`src/rtl/rvfi_bus_env_pkg.sv`:
```
// Shared types and helpers for the rvfi_bus_env formal bus environment.
package rvfi_bus_env_pkg;

    typedef enum logic {IDLE = 1'b0, BUSY = 1'b1} chk_state_t;

    localparam int MAX_AW = 64;

    // Stall counter width; at least one bit even when MAX_STALL is 0.
    function automatic int cnt_w(input int max_stall);
        int w;
        w = $clog2(max_stall + 1);
        return (w < 1) ? 1 : w;
    endfunction

    // Addresses compared at word granularity, ignoring the byte-offset bits.
    function automatic logic word_match(input logic [MAX_AW-1:0] a,
                                        input logic [MAX_AW-1:0] b,
                                        input int unsigned       lsb);
        return (a >> lsb) == (b >> lsb);
    endfunction

endpackage

```
`src/rtl/rvfi_bus_env_chan.sv`:
```
// One Wishbone-classic channel: bounded-latency ack generation and a
// sticky master-protocol checker.
module rvfi_bus_env_chan
    import rvfi_bus_env_pkg::*;
#(
    parameter int AW        = 32,
    parameter int DW        = 32,
    parameter int MAX_STALL = 8,
    localparam int SW       = DW / 8
) (
    input  logic          clock,
    input  logic          reset,
    input  logic          i_cyc,
    input  logic [AW-1:0] i_adr,
    input  logic          i_we,
    input  logic [SW-1:0] i_sel,
    input  logic [DW-1:0] i_dat,
    input  logic          i_any_ack,
    output logic          o_ack,
    output logic          o_proto_err
);
    localparam int CW = cnt_w(MAX_STALL);
    localparam logic [CW-1:0] C_SAT   = CW'(MAX_STALL);
    localparam logic [CW-1:0] C_FORCE = CW'((MAX_STALL == 0) ? 0 : MAX_STALL - 1);
    localparam logic          FORCE_EN = (MAX_STALL != 0);

    logic [CW-1:0] r_cnt;
    logic          r_ack_q;
    logic          w_force;

    assign w_force = FORCE_EN && (r_cnt == C_FORCE);
    assign o_ack   = r_ack_q && i_cyc && !reset;

    always_ff @(posedge clock) begin
        if (reset) begin
            r_cnt   <= '0;
            r_ack_q <= 1'b0;
        end else begin
            // Never ack twice in a row; force the ack once the wait hits the bound.
            r_ack_q <= i_cyc && !r_ack_q && (i_any_ack || w_force);
            if (!i_cyc || o_ack)
                r_cnt <= '0;
            else if (r_cnt != C_SAT)
                r_cnt <= r_cnt + CW'(1);
        end
    end

    chk_state_t    r_state, w_state_nxt;
    logic [AW-1:0] r_adr;
    logic          r_we;
    logic [SW-1:0] r_sel;
    logic [DW-1:0] r_dat;
    logic          r_err;
    logic          w_latch;
    logic          w_err_set;
    logic          w_diff;

    assign w_diff = (i_adr != r_adr) || (i_we != r_we) || (i_sel != r_sel) ||
                    (r_we && (i_dat != r_dat));

    always_comb begin
        w_state_nxt = r_state;
        w_latch     = 1'b0;
        w_err_set   = 1'b0;
        case (r_state)
            IDLE: begin
                if (i_cyc && !o_ack) begin
                    w_latch     = 1'b1;
                    w_state_nxt = BUSY;
                end
            end
            BUSY: begin
                if (!i_cyc) begin
                    w_err_set   = 1'b1;
                    w_state_nxt = IDLE;
                end else begin
                    w_err_set = w_diff;
                    if (o_ack)
                        w_state_nxt = IDLE;
                end
            end
            default: w_state_nxt = IDLE;
        endcase
    end

    always_ff @(posedge clock) begin
        if (reset) begin
            r_state <= IDLE;
            r_err   <= 1'b0;
            r_adr   <= '0;
            r_we    <= 1'b0;
            r_sel   <= '0;
            r_dat   <= '0;
        end else begin
            r_state <= w_state_nxt;
            if (w_err_set)
                r_err <= 1'b1;
            if (w_latch) begin
                r_adr <= i_adr;
                r_we  <= i_we;
                r_sel <= i_sel;
                r_dat <= i_dat;
            end
        end
    end

    assign o_proto_err = r_err;

endmodule

```
`src/rtl/rvfi_bus_env.sv`:
```
// Formal-environment Wishbone-classic slave serving NCH independent buses.
// Optional build macro MEMIO_SHADOW_EN adds a single-word memory shadow.
module rvfi_bus_env
    import rvfi_bus_env_pkg::*;
#(
    parameter int NCH       = 2,
    parameter int AW        = 32,
    parameter int DW        = 32,
    parameter int MAX_STALL = 8,
    localparam int SW       = DW / 8
) (
    input  logic              clock,
    input  logic              reset,
    input  logic [NCH-1:0]    i_cyc,
    input  logic [NCH*AW-1:0] i_adr,
    input  logic [NCH-1:0]    i_we,
    input  logic [NCH*SW-1:0] i_sel,
    input  logic [NCH*DW-1:0] i_dat,
    input  logic [NCH-1:0]    i_any_ack,
    input  logic [NCH*DW-1:0] i_any_rdt,
`ifdef MEMIO_SHADOW_EN
    input  logic [AW-1:0]     i_shadow_adr,
`endif
    output logic [NCH-1:0]    o_ack,
    output logic [NCH*DW-1:0] o_rdt,
    output logic [NCH-1:0]    o_proto_err
);
    logic [NCH-1:0]    w_ack;
    logic [NCH*DW-1:0] r_rdt;

    for (genvar k = 0; k < NCH; k++) begin : g_ch
        rvfi_bus_env_chan #(
            .AW        (AW),
            .DW        (DW),
            .MAX_STALL (MAX_STALL)
        ) u_chan (
            .clock       (clock),
            .reset       (reset),
            .i_cyc       (i_cyc[k]),
            .i_adr       (i_adr[k*AW +: AW]),
            .i_we        (i_we[k]),
            .i_sel       (i_sel[k*SW +: SW]),
            .i_dat       (i_dat[k*DW +: DW]),
            .i_any_ack   (i_any_ack[k]),
            .o_ack       (w_ack[k]),
            .o_proto_err (o_proto_err[k])
        );
    end

    always_ff @(posedge clock) begin
        if (reset) r_rdt <= '0;
        else       r_rdt <= i_any_rdt;
    end

    assign o_ack = w_ack;

`ifdef MEMIO_SHADOW_EN
    localparam int unsigned LSB = $clog2(SW);

    logic [DW-1:0] r_sh_dat, w_sh_dat_nxt;
    logic [SW-1:0] r_sh_vld, w_sh_vld_nxt;
    logic [NCH-1:0] w_hit;

    always_comb begin
        for (int k = 0; k < NCH; k++)
            w_hit[k] = word_match(MAX_AW'(i_adr[k*AW +: AW]), MAX_AW'(i_shadow_adr), LSB);
    end

    // Ascending channel order lets the highest-indexed writer win each byte.
    always_comb begin
        w_sh_dat_nxt = r_sh_dat;
        w_sh_vld_nxt = r_sh_vld;
        for (int k = 0; k < NCH; k++) begin
            if (w_ack[k] && i_we[k] && w_hit[k]) begin
                for (int b = 0; b < SW; b++) begin
                    if (i_sel[k*SW + b]) begin
                        w_sh_dat_nxt[b*8 +: 8] = i_dat[k*DW + b*8 +: 8];
                        w_sh_vld_nxt[b]        = 1'b1;
                    end
                end
            end
        end
    end

    always_ff @(posedge clock) begin
        if (reset) begin
            r_sh_dat <= '0;
            r_sh_vld <= '0;
        end else begin
            r_sh_dat <= w_sh_dat_nxt;
            r_sh_vld <= w_sh_vld_nxt;
        end
    end

    // Reads see the registered shadow, i.e. the value before any same-cycle write.
    always_comb begin
        o_rdt = r_rdt;
        for (int k = 0; k < NCH; k++) begin
            if (w_ack[k] && !i_we[k] && w_hit[k]) begin
                for (int b = 0; b < SW; b++) begin
                    if (r_sh_vld[b])
                        o_rdt[k*DW + b*8 +: 8] = r_sh_dat[b*8 +: 8];
                end
            end
        end
    end
`else
    assign o_rdt = r_rdt;
`endif

endmodule
```
`config.mk`:
```
export PLATFORM = sky130hd
export DESIGN_NAME = rvfi_bus_env
export DESIGN_NICKNAME = d
export VERILOG_FILES = /design/src/rtl/rvfi_bus_env_pkg.sv /design/src/rtl/rvfi_bus_env_chan.sv /design/src/rtl/rvfi_bus_env.sv
export SDC_FILE = /design/constraint.sdc
export NUM_CORES = 1
export LEC_CHECK = 0
export ABC_AREA = 1
export CAP_MARGIN = 15
export CORE_ASPECT_RATIO = 0.75
export CORE_MARGIN = 4
export CORE_UTILIZATION = 51
export CTS_CLUSTER_DIAMETER = 80
export CTS_CLUSTER_SIZE = 30
export DETAILED_ROUTE_END_ITERATION = 10
export GPL_TIMING_DRIVEN = 0
export PLACE_DENSITY_LB_ADDON = 0.15
export SLEW_MARGIN = 20
export SYNTH_ARGS = -nofsm -noshare
export SYNTH_HDL_FRONTEND = slang
export SYNTH_SLANG_ARGS = --single-unit
```
`constraint.sdc`:
```
create_clock -name clock -period 2.35 [get_ports clock]
set_input_delay 0.3525 -clock clock [delete_from_list [all_inputs] [get_ports clock]]
set_output_delay 0.3525 -clock clock [all_outputs]
set_load 0.005 [all_outputs]
```
==> Yosys cells after proc, flatten, opt, wreduce, memory -nomap -nowiden <==
Cells that the tools add are included.
{ "totals": {"wordCells": 78, "regBits": 216, "input_bits": 208} }
{ "classes": {"n_reduce_logical": 31, "add_sub_neg": 2, "n_eq_ne": 12, "bitwise_logic": 2, "n_mux": 14} }
{ "ops": {"columns": ["operator", "n"], "rows": [
  ["$ne A32 B32 Y1", 4],
  ["$logic_and A1 B1 Y1", 12],
  ["$mux W1", 12],
  ["$logic_or A1 B1 Y1", 10],
  ["$add A4 B1 Y4 const B", 2],
  ["$eq A4 B3 Y1 const B", 2],
  ["$ne A4 B4 Y1", 2],
  ["$ne A4 B4 Y1 const B", 2],
  ["$logic_not A1 Y1", 7],
  ["$pmux W1 S2", 2],
  ["$reduce_or A2 Y1", 2],
  ["$ne A1 B1 Y1", 2],
  ["$not A1 Y1", 2]
]} }

==> Longest topological paths before layout <==
{ "logic_depth": {"word_depth": 6, "depth_mapped": 12, "mapped_depth_nobuf": 12} }

==> By module <==
A second synthesis with hierarchy kept.
{ "unflattened": {"hier_cells": 1323, "hier_area_um2": 9325.2} }
{ "by_module_without_submodules": {"columns": ["module", "n_inst", "seq_area_each_um2", "cells_per_inst", "area_per_inst_um2"], "rows": [
  ["rvfi_bus_env_chan", 2, 1521.5, 562, 3742.3],
  ["rvfi_bus_env", 1, 1281.2, 199, 1840.5]
]} }

==> Worst setup path after synthesis <==
Ideal clock, no wire load.
{ "synth_timing": {"kind": "input to output", "start": "input reset", "end": "output o_ack[0]", "arrival_time_ns": 0.961, "path_buffers": 3, "path_slack_ns": 1.036, "required_time_ns": 1.997, "stages": 4, "path_cell_list": "buf_6 > clkbuf_1 > nor3_1 > buf_4"} }
{ "synth_via": {"elab_chain_len": 2} }
{ "synth_rtl": {"columns": ["item", "line_no", "text"], "rows": [
  ["from (decl)", "rvfi_bus_env.sv:13", "input logic reset,"],
  ["$logic_not A1 Y1", "rvfi_bus_env_chan.sv:32", "assign o_ack = r_ack_q && i_cyc && !reset;"],
  ["$logic_and A1 B1 Y1", "rvfi_bus_env_chan.sv:32", null],
  ["to (decl)", "rvfi_bus_env.sv:24", "output logic [NCH-1:0] o_ack,"]
]} }
Every way passes these cells.

==> Worst setup path in the final report <==
{ "layout_timing": {"start": "input i_cyc[0]", "end": "output o_ack[0]"} }
{ "layout_via": {"elab_chain_len": 2} }
{ "layout_rtl": {"columns": ["item", "line_no", "text"], "rows": [
  ["from (decl)", "rvfi_bus_env.sv:14", "input logic [NCH-1:0] i_cyc,"],
  ["$logic_and A1 B1 Y1 (2 in series)", "rvfi_bus_env_chan.sv:32", null]
]} }
Every way passes these cells.

==> impl_metrics.ini <==
[clocking]
post_cts_buffers = 0
clock_path_buffers = 3
cts-htree-levels = 1
clkSinkCount = 216
cts_root_buf = clkbuf_16
cts_tree = built
numCtsBuffers = 11
clk_pin_slew_ns = 0.11
clock_latency_ns = 0.47
hold_buffers = 0
cts-resized-gates = 0

[timing]
max_freq_ghz = 0.4613
hold_viol = 0
tightest_slew_ns = 0.4667
period_share_pct = 92.24
fin_skew_ns = 0.01144
slew_headroom_pct = 68.89
rsz0062_at_grt = false
setup_tns_ns = 0
setup_viol = 0
finalCriticalPeriod_ns = 2.168
finalMaxSlewViolations = 0

[synthesis]
synth_area_um2 = 9308
netlist_instances = 1324
synth_seq_cells = 216
ys_seq_area_share_pct = 46.46
syn_nets = 1536
synth_cell_types = 25
synth.avg_cell_area_um2 = 7.030
ys_warn_count = 0

[global_routing]
grt-ovfl-total = 0
met1_usage_pct = 30.85
grt_use_met3_pct = 4.836
antenna_found_initial = 0
grt_max_degree = 31
grt_first_pass_wirelength_um = 39920
met2_usage_pct = 39.66
grtUsageTotal_pct = 23.24
grt_busiest_layer = met2
grt_pass1_vias = 8580

[worst_setup_path]
critPathRequiredTime_ns = 2.00
path_delay_family = buffers and inverters
slowest_stage = clkdlybuf4s50_1
start_kind = input pin
arrival_ns = 1.82
worst-path-buf-inv = 4
path_class = in -> out
crit_path_frequent_cell = clkdlybuf4s50_1
critPathMaxFanout = 3
reg2reg_setup_slack_ns = 0.93
path_cells = clkdlybuf4s50_1 -> inv_1 -> nor3_1 -> buf_4 -> clkdlybuf4s50_1
cp_slowest_stage_delay_ns = 0.60
worst_setup_path_end_kind = primary output

[layout]
finalNetCount = 1823
layout_commonest_cell = clkdlybuf4s50_1
drive_above_1_share_pct = 3.414
fill_cells = 1504
finalNonFillerCells = 1853
antenna_cells = 0
final_cell_mix = clkdlybuf4s50_1, nor2_1, nand2_1
area_growth_pct = 35.99

[floorplan]
rows = 42
io_pins = 276
initial_utilization_pct = 52.40
die-height_um = 125.0
die_x_um = 164.0
coreArea_um2 = 17760
dieArea_um2 = 20500

[drt]
vias = 8852
drt_iter0_drc = 443
via_per_inst = 4.777
firstDrtPassIters = 5
drc = 0
wl_per_cell_um = 13.35
drt_wl_total_um = 24730
antenna_left = 0

[min_path]
hold_class = in -> reg

[power_and_ir_drop]
ir_worst_vdd_uv = 519.3
p_per_area_nw_per_um2 = 598.1
p_leak_nw = 5.729

[placement]
detailed_place_hpwl_um = 19240
dp_cells = 1840
io_buffers = 274
place_congestion = 0.8390

[status]
status = complete, no violations

[run]
cap_violations = 0
flip-flops by register name (all words and copies together), names as in the netlist:
register,flops
g_ch.u_chan.r_we,2
g_ch.u_chan.r_dat,64
g_ch.u_chan.r_cnt,8
g_ch.u_chan.r_adr,64
g_ch.u_chan.o_proto_err,2
o_rdt,64
g_ch.u_chan.r_state,2
g_ch.u_chan.r_sel,8
g_ch.u_chan.r_ack_q,2
cell type report:
cell class / count / area, um^2 / area share [%]
plain buffers: 55 / 314.1 / 2.481
clock buffers: 11 / 275.3 / 2.175
clock inverters: 2 / 28.78 / 0.2274
inverters: 207 / 777.0 / 6.139
multi-input cells: 846 / 3892 / 30.75
flip-flops and latches: 216 / 4324 / 34.16
well taps: 242 / 302.8 / 2.392
repair buffers: 274 / 2743 / 21.67
worst paths after layout:
check	start	endpoint	cells after the start
max	i_cyc[0]	o_ack[0]	5
min	reset	g_ch[0].u_chan.r_state	2
max reg2reg	g_ch[0].u_chan.r_sel[0]	g_ch[0].u_chan.o_proto_err	11
min reg2reg	g_ch[1].u_chan.o_proto_err	g_ch[1].u_chan.o_proto_err	2
metrics by stage:
| step | utilization [%] | total power [mW] | cell area (um^2) | setup slack [ns] | hold WS (ns) |
|---|---|---|---|---|---|
| 6_report | 71.26 | 7.571 | 12660 | 0.1823 | 0.1694 |
| 5_1_grt | 71.26 | 7.947 | 12660 | 0.1380 | 0.1776 |
| 4_1_cts | 71.26 | 7.631 | 12660 | 0.1951 | 0.1566 |
| 3_5_place_dp | 69.55 | 5.565 | 12350 | 0.2178 | 0.4448 |
| 3_3_place_gp | 69.55 | 5.509 | 12350 | 0.2070 | 0.4413 |
| 2_1_floorplan | - | 4.843 | 9308 | 1.036 | 0.4304 |
metal layers:
layer / vias up / wire length (um)
met5: - / 0
met1: 4001 / 10990
met2: 236 / 11640
li1: 4590 / -
met4: 0 / 399
met3: 25 / 1708
cell families (layout without fill, tap and decap cells):
kind of cell | count (synthesis) | count (layout) | share of synthesized area, %
simple gates | 527 | 527 | 21.67
buf+inv | 262 | 549 | 11.72
compound gates | 252 | 252 | 13.68
flops | 216 | 216 | 46.46
xor+xnor | 63 | 63 | 5.928
fa+ha+maj | 4 | 4 | 0.5377
power breakdown:
group	internal (mW)	total (mW)	leakage, nW	switching [mW]
clock network	0.883	2.08	0.149	1.20
registers	3.92	4.06	1.79	0.144
logic	0.757	1.42	3.79	0.668
total	5.56	7.57	5.73	2.01
Yosys cell counts, drive strengths merged:
master	instances	area share (%)
xor2	11	1.0
xnor2	52	4.9
nand3	5	0.27
nor2	273	11
dfxtp	216	46
or2	1	0.067
clkbuf	21	0.86
inv	207	8.3
buf	34	2.5
nor3b	1	0.081
o21ai	165	9.0
o211ai	1	0.081
a31oi	2	0.13
a21oi	84	4.5
nand2	238	9.6
nor3	9	0.48
ha	4	0.54
(Power assumes the default switching activity.)
==> edit (config.mk and constraints unchanged) <==
The option `MEMIO_SHADOW_EN` is turned on by a define.
--- a/src/rtl/rvfi_bus_env.sv
+++ b/src/rtl/rvfi_bus_env.sv
@@ -1,5 +1,7 @@
 // Formal-environment Wishbone-classic slave serving NCH independent buses.
 // Optional build macro MEMIO_SHADOW_EN adds a single-word memory shadow.
+`define MEMIO_SHADOW_EN
+
 module rvfi_bus_env
     import rvfi_bus_env_pkg::*;
 #(
Ports: changed (added i_shadow_adr); port bits go from 276 to 308. No check against the original RTL was run, so the function may have changed too.
==> edit against the original RTL <==
The flow now finishes with violations (setup timing); global-route usage is 12 points higher; synthesized area up 39%; final cell count increased by 49%; clock power grew 18%; routed wire length grew 110%; sequential cell count is 36 higher; critical path depth up 9; total power is 20% higher; count of clock-buffer cells in the layout rose by 2; final area grew 44%; setup slack got worse by 0.61 ns.
==> edit: results <==
outcome:
  outcome: "finished with violations"
  violations: "setup timing"
sta:
  setup_ws_ns: -0.427
  setup_viol_count_final: 64
  max_freq_mhz: 360
  worst_pin_slew_ns: 0.858
placed_design:
  hpwl_mm: 37.0
  gp_congestion: 1.01
  dp_slack_ns: -1.52
  numPortBuffers: 302
min_path:
  hold_path_class: "primary input to register"
  hp-start: "i_adr[22]"
  min_to: "g_ch[0].u_chan.r_adr[22]"
  hold_path_depth: 3
cells_and_area:
  drive_above_1_share_pct: 19.7
  nNetsFinal: 2661
  fillers: 2025
global_routing:
  antenna_found_initial: 1
  use_met1_pct: 51.2
  grt_pass1_wl_mm: 78.5
  grt_use_met3_pct: 8.05
  grt_pass1_vias: 14400
  grt_usage_pct: 35.3
  met2_usage_pct: 53.8
synthesis:
  synth.yosys.seq_area_share_pct: 38.9
  synth_area_leaders: "dfxtp_1 39%, nand2_1 12%, o21ai_0 12%"
  syn-num-nets: 2242
  yosys-top-cells-count: "432 x nand2_1, 359 x nor2_1, 318 x o21ai_0, 252 x dfxtp_1, 217 x inv_1"
  yosysUniqueCellTypes: 35
routing:
  via_per_inst: 5.46
  wl_per_cell_um: 18.9
  drt-met1-wl_mm: 22.0
  wl_met2_mm: 22.9
  drtPass1Iterations: 8
setup_path:
  slowest_delay_ns: 0.50
  critPathArrivalTime_ns: 2.42
  rr_worst_depth: 10
  rrSetupSlack_ns: 0.19
  rr_startpoint: "g_ch[1].u_chan.r_ack_q"
  worstReg2RegEnd: "g_ch[1].u_chan.r_dat[13]"
power_and_ir_drop:
  ir_worst_vdd_mv: 0.470
  p_leak_uw: 0.00826
clocking:
  clk_latency_ns: 0.50
  cts_made_buffers: 12
  cts_resized: 866
  cts_setup_buffers: 94
edit: per-stage QoR:
step | std cells | cell area, um^2 | total power (uW) | setup TNS, ns
after CTS | 2760 | 17900 | 8970 | -14.31
after global placement | 2638 | 16400 | 6550 | -111.70
after global routing | 2758 | 18200 | 9440 | -19.27
after floorplan | 1998 | 13000 | 5640 | 0
final | 2758 | 18200 | 9090 | -15.51
after detailed placement | 2638 | 16400 | 6600 | -118.40
edit: worst max-delay path by stage:
stage	start	end	slack (ns)	cells past startpoint
3_3_place_gp	i_shadow_adr[24]	o_rdt[63]	-1.52	10
5_1_grt	g_ch[1].u_chan.r_ack_q	o_rdt[56]	-0.52	13
3_5_place_dp	i_shadow_adr[24]	o_rdt[62]	-1.52	10
4_1_cts	g_ch[1].u_chan.r_ack_q	o_rdt[62]	-0.40	13
2_1_floorplan	i_adr[41]	o_rdt[62]	0.43	10
6_report	i_adr[54]	o_rdt[38]	-0.43	14
edit: layout make-up:
cell class              count  share of cell area [%]
repair buffers            407                    20.1
clock buffers              13                    1.79
diodes                      1                  0.0138
plain buffers              91                    2.60
inverters                 225                    4.71
multi-input cells        1428                    40.6
flip-flops and latches    252                    27.8
clock inverters             3                   0.131
well taps                 338                    2.33
edit: logic make-up after synthesis:
| group | after synthesis | share of synthesized area [%] |
|---|---|---|
| AND/OR/NAND/NOR | 884 | 27.1 |
| AO/OA/AOI/OAI | 431 | 16.8 |
| buffers and inverters | 321 | 9.56 |
| flip-flops | 252 | 38.9 |
| XOR/XNOR | 96 | 6.48 |
| multiplexers | 10 | 0.868 |
| adder cells (fa/ha/maj) | 4 | 0.386 |
edit: where the power goes:
group / switching [uW] / internal, uW
Clock: 1440 / 1020
Combinational: 1070 / 870
Sequential: 163 / 4530
